[src/rtl/mac_ctrl_pkg.sv]
// Shared definitions for the MAC control-path AXI4-Lite arbiter: FSM encoding,
// abort read-data pattern and AXI response codes.
package mac_ctrl_pkg;

  typedef enum logic [2:0] {
    IDLE,
    WR_ADDR,
    WR_RESP,
    RD_ADDR,
    RD_RESP,
    RESPOND
  } state_e;

  localparam logic [31:0] ABORT_RDATA = 32'hDEADBEEF;

  localparam logic [1:0] RESP_OKAY   = 2'b00;
  localparam logic [1:0] RESP_EXOKAY = 2'b01;
  localparam logic [1:0] RESP_SLVERR = 2'b10;
  localparam logic [1:0] RESP_DECERR = 2'b11;

  // Both error codes have bit 1 set; OKAY/EXOKAY do not.
  function automatic logic resp_is_err(input logic [1:0] resp);
    return (resp == RESP_SLVERR) || (resp == RESP_DECERR);
  endfunction

endpackage

[src/rtl/mac_rr_arb2.sv]
// Two-way round-robin arbiter: one-hot grant, pointer advances on the
// strobe. After reset the pointer reads "last=1" so requester 0 wins a tie.
module mac_rr_arb2 (
  input  logic       dclk,
  input  logic       sys_reset,
  input  logic [1:0] req_i,
  input  logic       adv_i,
  output logic [1:0] gnt_o
);

  logic last_q;

  always_comb begin
    gnt_o = req_i;
    if (req_i == 2'b11) gnt_o = last_q ? 2'b01 : 2'b10;
  end

  always_ff @(posedge dclk or posedge sys_reset) begin
    if (sys_reset)  last_q <= 1'b1;
    else if (adv_i) last_q <= gnt_o[1];
  end

endmodule

[src/rtl/mac_axil_arb.sv]
// Arbitrates two simple request ports onto one AXI4-Lite master with a single
// outstanding transaction and a grant-to-response timeout.
module mac_axil_arb
  import mac_ctrl_pkg::*;
#(
  parameter int unsigned TIMEOUT_CYCLES = 1024
) (
  input  logic        dclk,
  input  logic        sys_reset,
  input  logic        req0_valid,
  input  logic        req0_write,
  input  logic [31:0] req0_addr,
  input  logic [31:0] req0_wdata,
  output logic        req0_ready,
  output logic        rsp0_valid,
  output logic [31:0] rsp0_rdata,
  output logic        rsp0_err,
  input  logic        req1_valid,
  input  logic        req1_write,
  input  logic [31:0] req1_addr,
  input  logic [31:0] req1_wdata,
  output logic        req1_ready,
  output logic        rsp1_valid,
  output logic [31:0] rsp1_rdata,
  output logic        rsp1_err,
  output logic [31:0] awaddr,
  output logic        awvalid,
  input  logic        awready,
  output logic [31:0] wdata,
  output logic [3:0]  wstrb,
  output logic        wvalid,
  input  logic        wready,
  input  logic [1:0]  bresp,
  input  logic        bvalid,
  output logic        bready,
  output logic [31:0] araddr,
  output logic        arvalid,
  input  logic        arready,
  input  logic [31:0] rdata,
  input  logic [1:0]  rresp,
  input  logic        rvalid,
  output logic        rready
);

  state_e      state_q, state_d;
  logic        sel_q, sel_d;
  logic [31:0] addr_q, addr_d;
  logic [31:0] wdata_q, wdata_d;
  logic        aw_done_q, aw_done_d;
  logic        w_done_q, w_done_d;
  logic [31:0] cnt_q, cnt_d;
  logic [31:0] rdata_q, rdata_d;
  logic        err_q, err_d;
  logic [1:0]  gnt;
  logic        adv;
  logic        tmo;

  mac_rr_arb2 u_arb (
    .dclk      (dclk),
    .sys_reset (sys_reset),
    .req_i     ({req1_valid, req0_valid}),
    .adv_i     (adv),
    .gnt_o     (gnt)
  );

  // The cycle in which the count would reach TIMEOUT_CYCLES is the abort cycle.
  assign tmo = (cnt_q == 32'(TIMEOUT_CYCLES - 1));

  always_comb begin
    state_d   = state_q;
    sel_d     = sel_q;
    addr_d    = addr_q;
    wdata_d   = wdata_q;
    aw_done_d = aw_done_q;
    w_done_d  = w_done_q;
    cnt_d     = cnt_q;
    rdata_d   = rdata_q;
    err_d     = err_q;
    adv       = 1'b0;
    if (state_q != IDLE && state_q != RESPOND) cnt_d = cnt_q + 32'd1;
    case (state_q)
      IDLE: begin
        if (|gnt) begin
          adv       = 1'b1;
          sel_d     = gnt[1];
          addr_d    = gnt[1] ? req1_addr  : req0_addr;
          wdata_d   = gnt[1] ? req1_wdata : req0_wdata;
          cnt_d     = '0;
          aw_done_d = 1'b0;
          w_done_d  = 1'b0;
          state_d   = (gnt[1] ? req1_write : req0_write) ? WR_ADDR : RD_ADDR;
        end
      end
      WR_ADDR: begin
        if (tmo) begin
          state_d = RESPOND;
          err_d   = 1'b1;
          rdata_d = ABORT_RDATA;
        end else begin
          aw_done_d = aw_done_q | awready;
          w_done_d  = w_done_q | wready;
          if (aw_done_d && w_done_d) state_d = WR_RESP;
        end
      end
      WR_RESP: begin
        if (bvalid) begin
          state_d = RESPOND;
          err_d   = resp_is_err(bresp);
          rdata_d = '0;
        end else if (tmo) begin
          state_d = RESPOND;
          err_d   = 1'b1;
          rdata_d = ABORT_RDATA;
        end
      end
      RD_ADDR: begin
        if (tmo) begin
          state_d = RESPOND;
          err_d   = 1'b1;
          rdata_d = ABORT_RDATA;
        end else if (arready) begin
          state_d = RD_RESP;
        end
      end
      RD_RESP: begin
        if (rvalid) begin
          state_d = RESPOND;
          err_d   = resp_is_err(rresp);
          rdata_d = rdata;
        end else if (tmo) begin
          state_d = RESPOND;
          err_d   = 1'b1;
          rdata_d = ABORT_RDATA;
        end
      end
      RESPOND: state_d = IDLE;
      default: state_d = IDLE;
    endcase
  end

  always_ff @(posedge dclk or posedge sys_reset) begin
    if (sys_reset) begin
      state_q   <= IDLE;
      sel_q     <= 1'b0;
      addr_q    <= '0;
      wdata_q   <= '0;
      aw_done_q <= 1'b0;
      w_done_q  <= 1'b0;
      cnt_q     <= '0;
      rdata_q   <= '0;
      err_q     <= 1'b0;
    end else begin
      state_q   <= state_d;
      sel_q     <= sel_d;
      addr_q    <= addr_d;
      wdata_q   <= wdata_d;
      aw_done_q <= aw_done_d;
      w_done_q  <= w_done_d;
      cnt_q     <= cnt_d;
      rdata_q   <= rdata_d;
      err_q     <= err_d;
    end
  end

  // Every AXI output is a function of registered state only.
  assign req0_ready = (state_q == IDLE) && gnt[0];
  assign req1_ready = (state_q == IDLE) && gnt[1];
  assign rsp0_valid = (state_q == RESPOND) && !sel_q;
  assign rsp1_valid = (state_q == RESPOND) && sel_q;
  assign rsp0_rdata = rdata_q;
  assign rsp1_rdata = rdata_q;
  assign rsp0_err   = err_q;
  assign rsp1_err   = err_q;

  assign awaddr  = addr_q;
  assign araddr  = addr_q;
  assign wdata   = wdata_q;
  assign wstrb   = 4'hF;
  assign awvalid = (state_q == WR_ADDR) && !aw_done_q;
  assign wvalid  = (state_q == WR_ADDR) && !w_done_q;
  assign bready  = (state_q == WR_RESP);
  assign arvalid = (state_q == RD_ADDR);
  assign rready  = (state_q == RD_RESP);

endmodule

[config.mk]
export PLATFORM = sky130hd
export DESIGN_NAME = mac_axil_arb
export DESIGN_NICKNAME = d
export VERILOG_FILES = /design/src/rtl/mac_ctrl_pkg.sv /design/src/rtl/mac_rr_arb2.sv /design/src/rtl/mac_axil_arb.sv
export SDC_FILE = /design/constraint.sdc
export NUM_CORES = 1
export LEC_CHECK = 0
export ABC_AREA = 1
export BUFFER_PORTS_ARGS = -buffer_cell sky130_fd_sc_hd__buf_2
export CORE_AREA = 2 2 137 139
export DETAILED_ROUTE_END_ITERATION = 16
export DIE_AREA = 0 0 139 141
export GPL_TIMING_DRIVEN = 0
export PLACE_DENSITY = 0.74
export SLEW_MARGIN = 20
export SYNTH_ARGS = -nofsm -noshare
export SYNTH_HDL_FRONTEND = slang
export SYNTH_SLANG_ARGS = --single-unit
[constraint.sdc]
create_clock -name dclk -period 7 [get_ports dclk]
set_clock_uncertainty 0.15 [all_clocks]
set_input_delay 1.4 -clock dclk [delete_from_list [all_inputs] [get_ports dclk]]
set_output_delay 1.4 -clock dclk [all_outputs]
set_load 0.05 [all_outputs]
* Yosys cells after proc, flatten, opt, wreduce, memory -nomap -nowiden *
Index checks and enable logic that the tools add are counted.

cells by class
  add/sub/neg operators = 1
  reduce and logical (&&, ||, !) cells = 22
  bitwise gates (word level) = 2
  mux-type cells = 33
  eq/ne operators = 16

operator list
  operator                                                                 count
  32-bit 2-to-1 mux                                                        8
  32-bit one-hot mux with 3 select lines                                   1
  32-bit by 1-bit adder with 32-bit output, second input constant          1
  32-bit by 10-bit == test with 1-bit output, second input constant        1
  3-bit 2-to-1 mux                                                         8
  3-bit one-hot mux with 5 select lines                                    1
  2-bit == test, second input constant                                     5
  1-bit 2-to-1 mux                                                         9
  1-bit logical AND                                                        8
  3-bit by 2-bit == test with 1-bit output, second input constant          2
  3-bit == test, second input constant                                     2
  2-bit 2-to-1 mux                                                         3
  3-bit inequality test, second input constant                             2
  3-bit AND reduction                                                      2
  3-bit nonzero test                                                       2
  2-bit inequality test, second input constant                             2
  1-bit one-hot mux with 2 select lines                                    2
  2-bit OR reduction                                                       2
  3-bit by 1-bit == test with 1-bit output, second input constant          1
  1-bit logical NOT                                                        3
  3-bit logical NOT                                                        1
  3-bit by 1-bit inequality test with 1-bit output, second input constant  1
  1-bit one-hot mux with 3 select lines                                    1
  1-bit logical OR                                                         2
  3 further kinds                                                          4

storage, ports and cells
  logic and storage cells = 84
  output and inout port bits = 175
  flip-flop bits (word level) = 136
  bits of input ports = 175

* Longest topological paths before layout *
Gate-level depths: netlist (run 1).

  depth after elaboration = 6
  depth in mapped cells = 12

* By module *
A second synthesis (run 1) with hierarchy kept.

unflattened totals
  cell total of the unflattened synthesis = 1082
  area, all modules = 7771.2 sq um

by module, submodules not included
  module        seq. area each (sq um)  cells an instance  instances  area each (sq um)
  mac_axil_arb  3378.2                  1072               1          7703.6
  mac_rr_arb2   26.3                    10                 1          67.6

* Worst setup path before layout (run 1) *
OpenSTA, ideal clock, no wires.

  kind = input-to-output
  from = in req0_valid
  to = out req1_ready
  path buffers = 1
  stages on the path = 6
  path slack = 3023 ps
  data arrival time = 2427 ps
  cell sequence = inv_1 -> nand2_1 -> nand2_1 -> inv_1 -> buf_2 -> nor2_1

between the ends
  word-level cells in the longest chain between the ends = 3

ends and longest elaborated chain
  element            line                 RTL
  start, declared    mac_axil_arb.sv:10   input logic req0_valid,
  2-bit == test      mac_rr_arb2.sv:15    if (req_i == 2'b11) gnt_o = last_q ? 2'b01 : 2'b10;
  2-bit 2-to-1 mux   mac_rr_arb2.sv:15
  1-bit logical AND  mac_axil_arb.sv:167  assign req1_ready = (state_q == IDLE) && gnt[1];
  end, declared      mac_axil_arb.sv:22   output logic req1_ready,

No other way between the ends.

* Worst setup path after layout (run 1) *
Same ends and word-level chain as after synthesis.

==> results.json, run 1 <==
{
  "syn_to_final_growth_pct": 34.0,
  "cts_buffers": 17,
  "firstDrtPassIters": 5,
  "synth_cell_type_count": 33,
  "drc": 0,
  "power_density_nw_per_um2": 492,
  "layout_commonest_cell": "buf_2",
  "wirelength_um": 26300,
  "ir_drop_uv": 539,
  "place_hpwl_um": 20300,
  "r2r_setup_slack_ns": 4.73,
  "clkSlewWorstSetupHoldPaths_ns": 0.06,
  "grt_first_pass_wirelength_um": 41100,
  "postSynthCellCount": 1105,
  "mostFrequentLayoutCells": "buf_2 (348), nand2_1 (326), o21ai_0 (147), nor2_1 (142), dfrtp_1 (135)",
  "finalSetupViolations": 0,
  "core_area_um2": 18300,
  "floorplan.initialDensity": 0.428,
  "met2_usage": 0.468,
  "busiest_layer": "met2",
  "rsz0062_at_grt": "false",
  "drive_gt1_frac": 0.326,
  "seqCellArea_um2": 3400,
  "pwr-share-clk": 0.178,
  "cts_resized": 0,
  "ys_ff_latch": 136,
  "pre_cts_slack_ns": 2.96,
  "path_common_cell": "buf_2",
  "vias": 8514,
  "period_needed_ns": 4.11,
  "multiInputGateArea_um2": 3300,
  "worst-path-max-fanout": 10,
  "grt_overflow_total": 0,
  "pin_count": 350,
  "finalHoldViolCount": 0,
  "pwr-share-seq": 0.242,
  "p_int_w": 0.00235,
  "worstPathRequired_ns": 5.45,
  "async_reset_ff_frac": 1.00,
  "final_max_slew_viol_count": 0,
  "crit_start": "req0_valid",
  "cts_root_buf": "clkbuf_16",
  "ant_nets": 0,
  "power.switching_w": 0.00281,
  "grt_start_max_net_pins": 79,
  "ys_warn_count": 0,
  "worstReg2RegStart": "cnt_q[0]",
  "grt_use_met3": 0.0683,
  "crit_buf_inv": 5,
  "cpPeakStageDelay_ns": 0.30,
  "critPathKind": "input pin to output pin",
  "nFillCells": 1748,
  "holdWs_ns": 0.327,
  "status": "completed",
  "layout_worst_path_cycle_share": 0.586,
  "hold_end": "wdata[27]",
  "use_met1": 0.304,
  "cts_tree": "yes",
  "clock_latency_ns": 0.43,
  "route.detailed.wl_per_inst_um": 15.3,
  "cts_buffer_depth": 2,
  "crit_arrival_ns": 2.56,
  "clkSinkCount": 136,
  "routed_via_density": 4.94,
  "htreeDepth": 4,
  "antenna_found_initial": 8,
  "die_x_um": 139,
  "syn_area_um2": 7820,
  "grt_usage": 0.265,
  "maxCapViolations": 0,
  "die_h_um": 141,
  "nets": 1646,
  "fin_setup_tns_ns": 0,
  "die_area_um2": 19600,
  "postSynthAreaPerCell_um2": 7.08,
  "whs_path_depth": 2,
  "hold_path.class": "flop to flop",
  "end_kind": "output pin",
  "rows": 50,
  "slew_headroom": 0.626,
  "total_leakage_power_nw": 6.08,
  "finalWorstSetupSlack_ns": 2.89,
  "synth_ff_type": "dfrtp_1",
  "gp_congestion": 0.981,
  "r2r-end": "rsp0_rdata[10]",
  "critPathTopFamily": "buffers and inverters",
  "io_buffers": 342,
  "grt_pass1_vias": 8019,
  "swShare": 0.545,
  "start_kind": "input pin",
  "crit_slowest_cell": "buf_2",
  "hold_start": "wdata[27]",
  "total_power_w": 0.00516,
  "max_clock_freq_mhz": 244,
  "hold_buffers": 0,
  "first_iter_violations": 430,
  "fin_util": 0.574,
  "synth-seq-area-share": 0.435,
  "reg2regPathDepth": 12,
  "cts_setup_buffers": 0,
  "p_comb_frac": 0.580,
  "worst_pin_slew_ns": 0.560,
  "crit_chain": "buf_2, inv_1, nand2_1, nand2_1, inv_1, buf_2, nor2_1, buf_2",
  "synth_edf_count": 0
}
[flip-flops by register name, indices dropped and copies added, names as in the netlist]
register and flops:
state_q 3, araddr 32, wdata 32, aw_done_q 1, w_done_q 1, cnt_q 32
rsp0_err 1, sel_q 1, u_arb.last_q 1, rsp0_rdata 32
[cells in the mapped netlist, types with 2 or more instances]
library cell / number / area, um^2
nand2_2: 5 / 31.3
nand3_2: 4 / 40.0
a21oi_1: 20 / 100
buf_2: 6 / 30.0
inv_1: 101 / 379
nand3_1: 46 / 230
dfrtp_1: 135 / 3380
inv_2: 4 / 15.0
clkbuf_1: 33 / 124
xor2_1: 4 / 35.0
nand2_4: 2 / 22.5
nor3_1: 4 / 20.0
o21a_1: 4 / 30.0
buf_4: 69 / 518
nand2_1: 326 / 1220
or2_2: 2 / 12.5
nor2_4: 2 / 22.5
buf_6: 5 / 56.3
nor2_1: 142 / 533
nand4_1: 4 / 25.0
nor2_2: 6 / 37.5
o21ai_1: 24 / 120
o21ai_0: 147 / 736
[routing by layer]
layer  wire, um  share of wire
met2      13500           0.51
met5         38         0.0014
met1      10000           0.38
met3       1870          0.071
met4        929          0.035
[kinds of logic after synthesis]
logic type / after synthesis / share of synthesized area
AOI/OAI and AO/OA: 199 / 0.130
xor gates and xnor gates: 4 / 0.00448
adders and majority gates: 1 / 0.00160
buffers and inverters: 218 / 0.144
DFF: 136 / 0.435
other: 1 / 0.000480
and+or+nand+nor: 546 / 0.284
[how the worst max path moves through the flow]
stage | endpoint | slack [ns] | depth (start not counted)
after floorplan | araddr[0] | 1.81 | 1
after global placement | araddr[25] | 0.09 | 2
after detailed placement | req1_ready | 2.96 | 8
after CTS | req1_ready | 2.91 | 8
after global routing | req1_ready | 2.82 | 8
final | req1_ready | 2.89 | 8
[through the flow]
step                      std cells  instance area [um^2]
after floorplan                1108                  7830
after global routing           1721                 10500
after CTS                      1717                 10500
after detailed placement       1685                  9870
final                          1722                 10500
after global placement         1684                  9830
[layout make-up]
| cell class | count | share of cell area |
|---|---|---|
| Clock inverter | 13 | 0.0137 |
| Tap cell | 234 | 0.0279 |
| Inverter | 105 | 0.0383 |
| Clock buffer | 19 | 0.0432 |
| Buffer | 113 | 0.0695 |
| Multi-Input combinational cell | 754 | 0.315 |
| Sequential cell | 136 | 0.325 |
| Antenna cell | 5 | 0.00119 |
| Timing Repair Buffer | 343 | 0.166 |
[power groups by stage]
stage | clock network [W] | logic, W | registers (W)
after CTS | 0.000924 | 0.00299 | 0.00125
after global routing | 0.000957 | 0.00319 | 0.00128
final | 0.000920 | 0.00299 | 0.00125
after floorplan | 0 | 0.00149 | 0.00201
after detailed placement | 0 | 0.00299 | 0.00125
after global placement | 0 | 0.00294 | 0.00125
[worst min-delay path, delay by kind of cell (launching register included)]
kind | cells | cell delay, ns
simple gates | 1 | 0.05
compound gates | 1 | 0.05
flops | 1 | 0.34
Power figures use the tool's default switching activity.
==> run 2, diff against run 1 <==
Settings changed: CORE_AREA 2 2 137 139 to unset, CORE_UTILIZATION set to 43, DIE_AREA 0 0 139 141 to unset, PLACE_DENSITY 0.74 to 0.77.
Clock period 7 ns to 3.5 ns, I/O delays scaled along.
==> results.json, run 2 (synthesis results as in run 1) <==
{
  "status": "completed",
  "routed_via_density": 5.00,
  "cpPeakStageDelay_ns": 0.42,
  "crit_slowest_cell": "dfrtp_1",
  "ant_nets": 0,
  "critPathKind": "flop to output pin",
  "pre_cts_slack_ns": 0.868,
  "fin_setup_tns_ns": 0,
  "drive_gt1_frac": 0.326,
  "cts_resized": 0,
  "cts_buffers": 17,
  "first_iter_violations": 547,
  "cts_setup_buffers": 0,
  "layout_worst_path_cycle_share": 0.840,
  "final_max_slew_viol_count": 0,
  "critPathTopFamily": "buffers and inverters",
  "floorplan.initialDensity": 0.446,
  "grt_first_pass_wirelength_um": 39300,
  "grt_pass1_vias": 7779,
  "power_density_nw_per_um2": 991,
  "worst-path-max-fanout": 10,
  "antenna_found_initial": 8,
  "die_x_um": 137,
  "htreeDepth": 4,
  "firstDrtPassIters": 5,
  "rows": 48,
  "worst_pin_slew_ns": 0.631,
  "clkSinkCount": 136,
  "syn_to_final_growth_pct": 34.9,
  "maxCapViolations": 0,
  "gp_congestion": 0.922,
  "die_h_um": 137,
  "route.detailed.wl_per_inst_um": 15.5,
  "worstPathRequired_ns": 2.65,
  "total_leakage_power_nw": 6.12,
  "start_kind": "flop",
  "grt_overflow_total": 0,
  "wirelength_um": 26500,
  "period_needed_ns": 2.94,
  "hold_path.class": "input pin to async pin",
  "cts_root_buf": "clkbuf_16",
  "hold_buffers": 0,
  "die_area_um2": 18700,
  "finalSetupViolations": 0,
  "reg2regPathDepth": 12,
  "finalWorstSetupSlack_ns": 0.559,
  "grt_usage": 0.279,
  "place_hpwl_um": 20300,
  "mostFrequentLayoutCells": "buf_2 (348), nand2_1 (326), o21ai_0 (147), nor2_1 (142), dfrtp_1 (135)",
  "pin_count": 350,
  "max_clock_freq_mhz": 340,
  "crit_buf_inv": 3,
  "finalHoldViolCount": 0,
  "end_kind": "output pin",
  "cts_tree": "yes",
  "vias": 8584,
  "drc": 0,
  "crit_chain": "nor2_2, nand2_1, inv_2, clkbuf_1, buf_2",
  "clkSlewWorstSetupHoldPaths_ns": 0.06,
  "rsz0062_at_grt": "false",
  "ir_drop_uv": 824,
  "path_depth": 5,
  "core_area_um2": 17500,
  "grt_start_max_net_pins": 33,
  "crit_arrival_ns": 2.09,
  "layout_commonest_cell": "buf_2",
  "cts_buffer_depth": 2,
  "clock_latency_ns": 0.42,
  "io_buffers": 342,
  "holdWs_ns": 0.144,
  "slew_headroom": 0.579,
  "nets": 1649
}
[run 2: metal layers]
metal | global-route usage | part of all wire | vias to the layer above
li1 | - | - | 4145
met1 | 0.327 | 0.37 | 3998
met2 | 0.482 | 0.51 | 369
met3 | 0.0622 | 0.070 | 68
met4 | 0.134 | 0.039 | 4
met5 | 0 | 0.00098 | -
[run 2: final cells by class]
cell class / count / area [um^2]
Fill cell: 1601 / 6990
Sequential cell: 136 / 3400
Multi-Input combinational cell: 754 / 3300
Timing Repair Buffer: 346 / 1790
Buffer: 113 / 728
Clock buffer: 21 / 460
Inverter: 105 / 398
Tap cell: 225 / 282
Clock inverter: 10 / 166
Antenna cell: 7 / 17.5
[run 2: worst reg2reg max path, stage by stage, from the launching register on]
cell	delay, ns
dfrtp_1	0.42
ha_1	0.23
nand3_1	0.14
inv_1	0.09
nand2_2	0.11
nor2_1	0.06
nand2_1	0.15
clkbuf_1	0.42
nand2_1	0.10
nand2_1	0.09
nand2_1	0.05
nand2_1	0.05
inv_1	0.04
[run 2: worst paths after layout]
check                                start        endpoint  slack, ns
max in group asynchronous        sys_reset  rsp0_rdata[27]       2.32
worst max-delay path            state_q[1]          rready       0.56
worst min register to register   wdata[12]       wdata[12]       0.33
worst min-delay path             sys_reset       wdata[20]       0.14
min in group dclk                wdata[12]       wdata[12]       0.33
worst max register to register    cnt_q[0]   rsp0_rdata[7]       1.31
[run 2: through the flow]
step	total power [W]	cells	utilization	cell area [um^2]
3_3_place_gp	0.00838	1675	0.560	9830
4_1_cts	0.0104	1710	0.601	10500
5_1_grt	0.0109	1716	0.602	10500
2_1_floorplan	0.00700	1108	-	7830
6_report	0.0105	1717	0.602	10600
3_5_place_dp	0.00850	1679	0.565	9910
[run 2: power by group]
part	switching [W]	internal [W]	total, W	leakage, nW
Clock	0.000706	0.00123	0.00194	0.301
Sequential	0.000397	0.00210	0.00250	1.76
Combinational	0.00451	0.00151	0.00602	4.06
Total	0.00561	0.00484	0.0105	6.12
==> run 3, diff against run 2 <==
Settings changed: CORE_AREA set to 2 2 135 137, CORE_UTILIZATION 43 to unset, DIE_AREA set to 0 0 137 139, PLACE_DENSITY 0.77 to 0.76.
Clock period 3.5 ns to 2.74 ns, I/O delays scaled along.
==> results.json, run 3 (synthesis results as in run 1) <==
{
  "firstDrtPassIters": 5,
  "core_area_um2": 17700,
  "die_x_um": 137,
  "worst-path-max-fanout": 6,
  "worstPathRequired_ns": 2.04,
  "total_leakage_power_nw": 6.12,
  "slew_headroom": 0.518,
  "ant_nets": 0,
  "hold_buffers": 0,
  "period_needed_ns": 2.62,
  "pre_cts_slack_ns": 0.283,
  "nFillCells": 1652,
  "finalSetupViolations": 0,
  "fin_cells": 1721,
  "routed_via_density": 4.95,
  "cts_setup_buffers": 0,
  "nets": 1648,
  "cts_buffers": 17,
  "critPathKind": "flop to output pin",
  "rsz0062_at_grt": "false",
  "swShare": 0.540,
  "dr_wl_met3_um": 1820,
  "route.detailed.wl_per_inst_um": 15.4,
  "grt_start_max_net_pins": 32,
  "grt_pass1_vias": 8175,
  "die_area_um2": 19000,
  "syn_to_final_growth_pct": 35.0,
  "crit_slowest_cell": "dfrtp_1",
  "total_power_w": 0.0133,
  "maxCapViolations": 0,
  "gp_congestion": 0.941,
  "start_kind": "flop",
  "power.switching_w": 0.00718,
  "clkSlewWorstSetupHoldPaths_ns": 0.07,
  "grt_overflow_total": 0,
  "pwr-share-clk": 0.183,
  "cpPeakStageDelay_ns": 0.43,
  "status": "completed",
  "finalWorstSetupSlack_ns": 0.116,
  "p_comb_frac": 0.576,
  "end_kind": "output pin",
  "dp_cells": 1683,
  "p_int_w": 0.00612,
  "worst_pin_slew_ns": 0.721,
  "grt_first_pass_wirelength_um": 41300,
  "met2WireLength_um": 13400,
  "place_hpwl_um": 20600,
  "vias": 8522,
  "max_clock_freq_mhz": 381,
  "crit_chain": "inv_1, nor2_1, inv_1, nor2_1, inv_1, nor2_1, clkbuf_4",
  "rows": 49,
  "holdWs_ns": 0.0823,
  "antenna_found_initial": 9,
  "drt-met1-wl_um": 10300,
  "die_h_um": 139,
  "top_layer_used": "met5",
  "htreeDepth": 4,
  "power_density_nw_per_um2": 1260,
  "hold_path.class": "input pin to async pin",
  "drc": 0,
  "cts_buffer_depth": 2,
  "grt_usage": 0.278,
  "clkSinkCount": 136,
  "pwr-share-seq": 0.241,
  "drive_gt1_frac": 0.327,
  "mostFrequentLayoutCells": "buf_2 (345), nand2_1 (326), o21ai_0 (147), nor2_1 (142), dfrtp_1 (135)",
  "first_iter_violations": 509,
  "layout_commonest_cell": "buf_2",
  "final_max_slew_viol_count": 0,
  "finalHoldViolCount": 0,
  "layout_worst_path_cycle_share": 0.958,
  "ir_drop_uv": 1130,
  "cts_tree": "yes",
  "cts_root_buf": "clkbuf_16",
  "clock_latency_ns": 0.42,
  "io_buffers": 342,
  "floorplan.initialDensity": 0.443,
  "pin_count": 350,
  "crit_arrival_ns": 1.93,
  "wirelength_um": 26500
}
==> run 3: cell count changes in the layout (fill, tap and decap cells not counted) <==
cell,delta
clkbuf_1,-2
buf_2,-3
inv_6,+1
clkinvlp_4,-1
bufinv_16,-1
clkinv_4,+3
clkbuf_4,+3
==> run 3: critical path, delay by kind of cell, from the launching register on <==
family,cells,cell delay (ns)
flip-flops,1,0.43
buffers and inverters,4,0.58
AND/OR/NAND/NOR,3,0.49
==> run 3: what timing repair did <==
item | in CTS | in global routing
pin swaps | 0 | 0
setup endpoints to repair | 1 | 3
resized for setup | 0 | 3
==> run 3: power by group through the flow <==
stage	sequential, W	clock (W)	combinational, W
2_1_floorplan	0.00512	0	0.00382
3_3_place_gp	0.00321	0	0.00752
3_5_place_dp	0.00321	0	0.00764
4_1_cts	0.00320	0.00246	0.00767
5_1_grt	0.00328	0.00255	0.00816
6_report	0.00321	0.00243	0.00766
==> run 3: path summary, 6_finish.rpt <==
check | from | slack (ns) | endpoint | cells past startpoint
max in group asynchronous | sys_reset | 1.53 | cnt_q[28] | 4
min in group dclk | rdata[29] | 0.21 | rsp0_rdata[29] | 3
hold reg to reg | wdata[29] | 0.33 | wdata[29] | 2
setup / recovery | state_q[0] | 0.12 | awvalid | 7
setup reg to reg | cnt_q[0] | 0.49 | rsp0_rdata[11] | 12
hold / removal | sys_reset | 0.08 | wdata[20] | 2
==> run 3: layout make-up <==
type / instances / area (um^2) / area share
antenna: 7 / 17.5 / 0.00166
multi-input combinational: 754 / 3300 / 0.313
timing repair buffer: 346 / 1800 / 0.170
clock buffer: 20 / 457 / 0.0433
sequential: 136 / 3400 / 0.323
buffer: 112 / 724 / 0.0686
clock inverter: 12 / 164 / 0.0155
inverter: 105 / 398 / 0.0377
tap: 229 / 287 / 0.0271
==> run 3: metal layers <==
metal,vias up,GRT usage
met5,-,0
met4,4,0.128
met3,71,0.0705
met2,332,0.463
met1,3965,0.336
li1,4150,-
==> run 3: metrics by stage <==
step           utilization  area (um^2)  TNS, ns
2_1_floorplan            -         7830        0
3_3_place_gp         0.557         9830   -84.56
3_5_place_dp         0.561         9910        0
4_1_cts              0.596        10500        0
5_1_grt              0.598        10600        0
6_report             0.598        10600        0
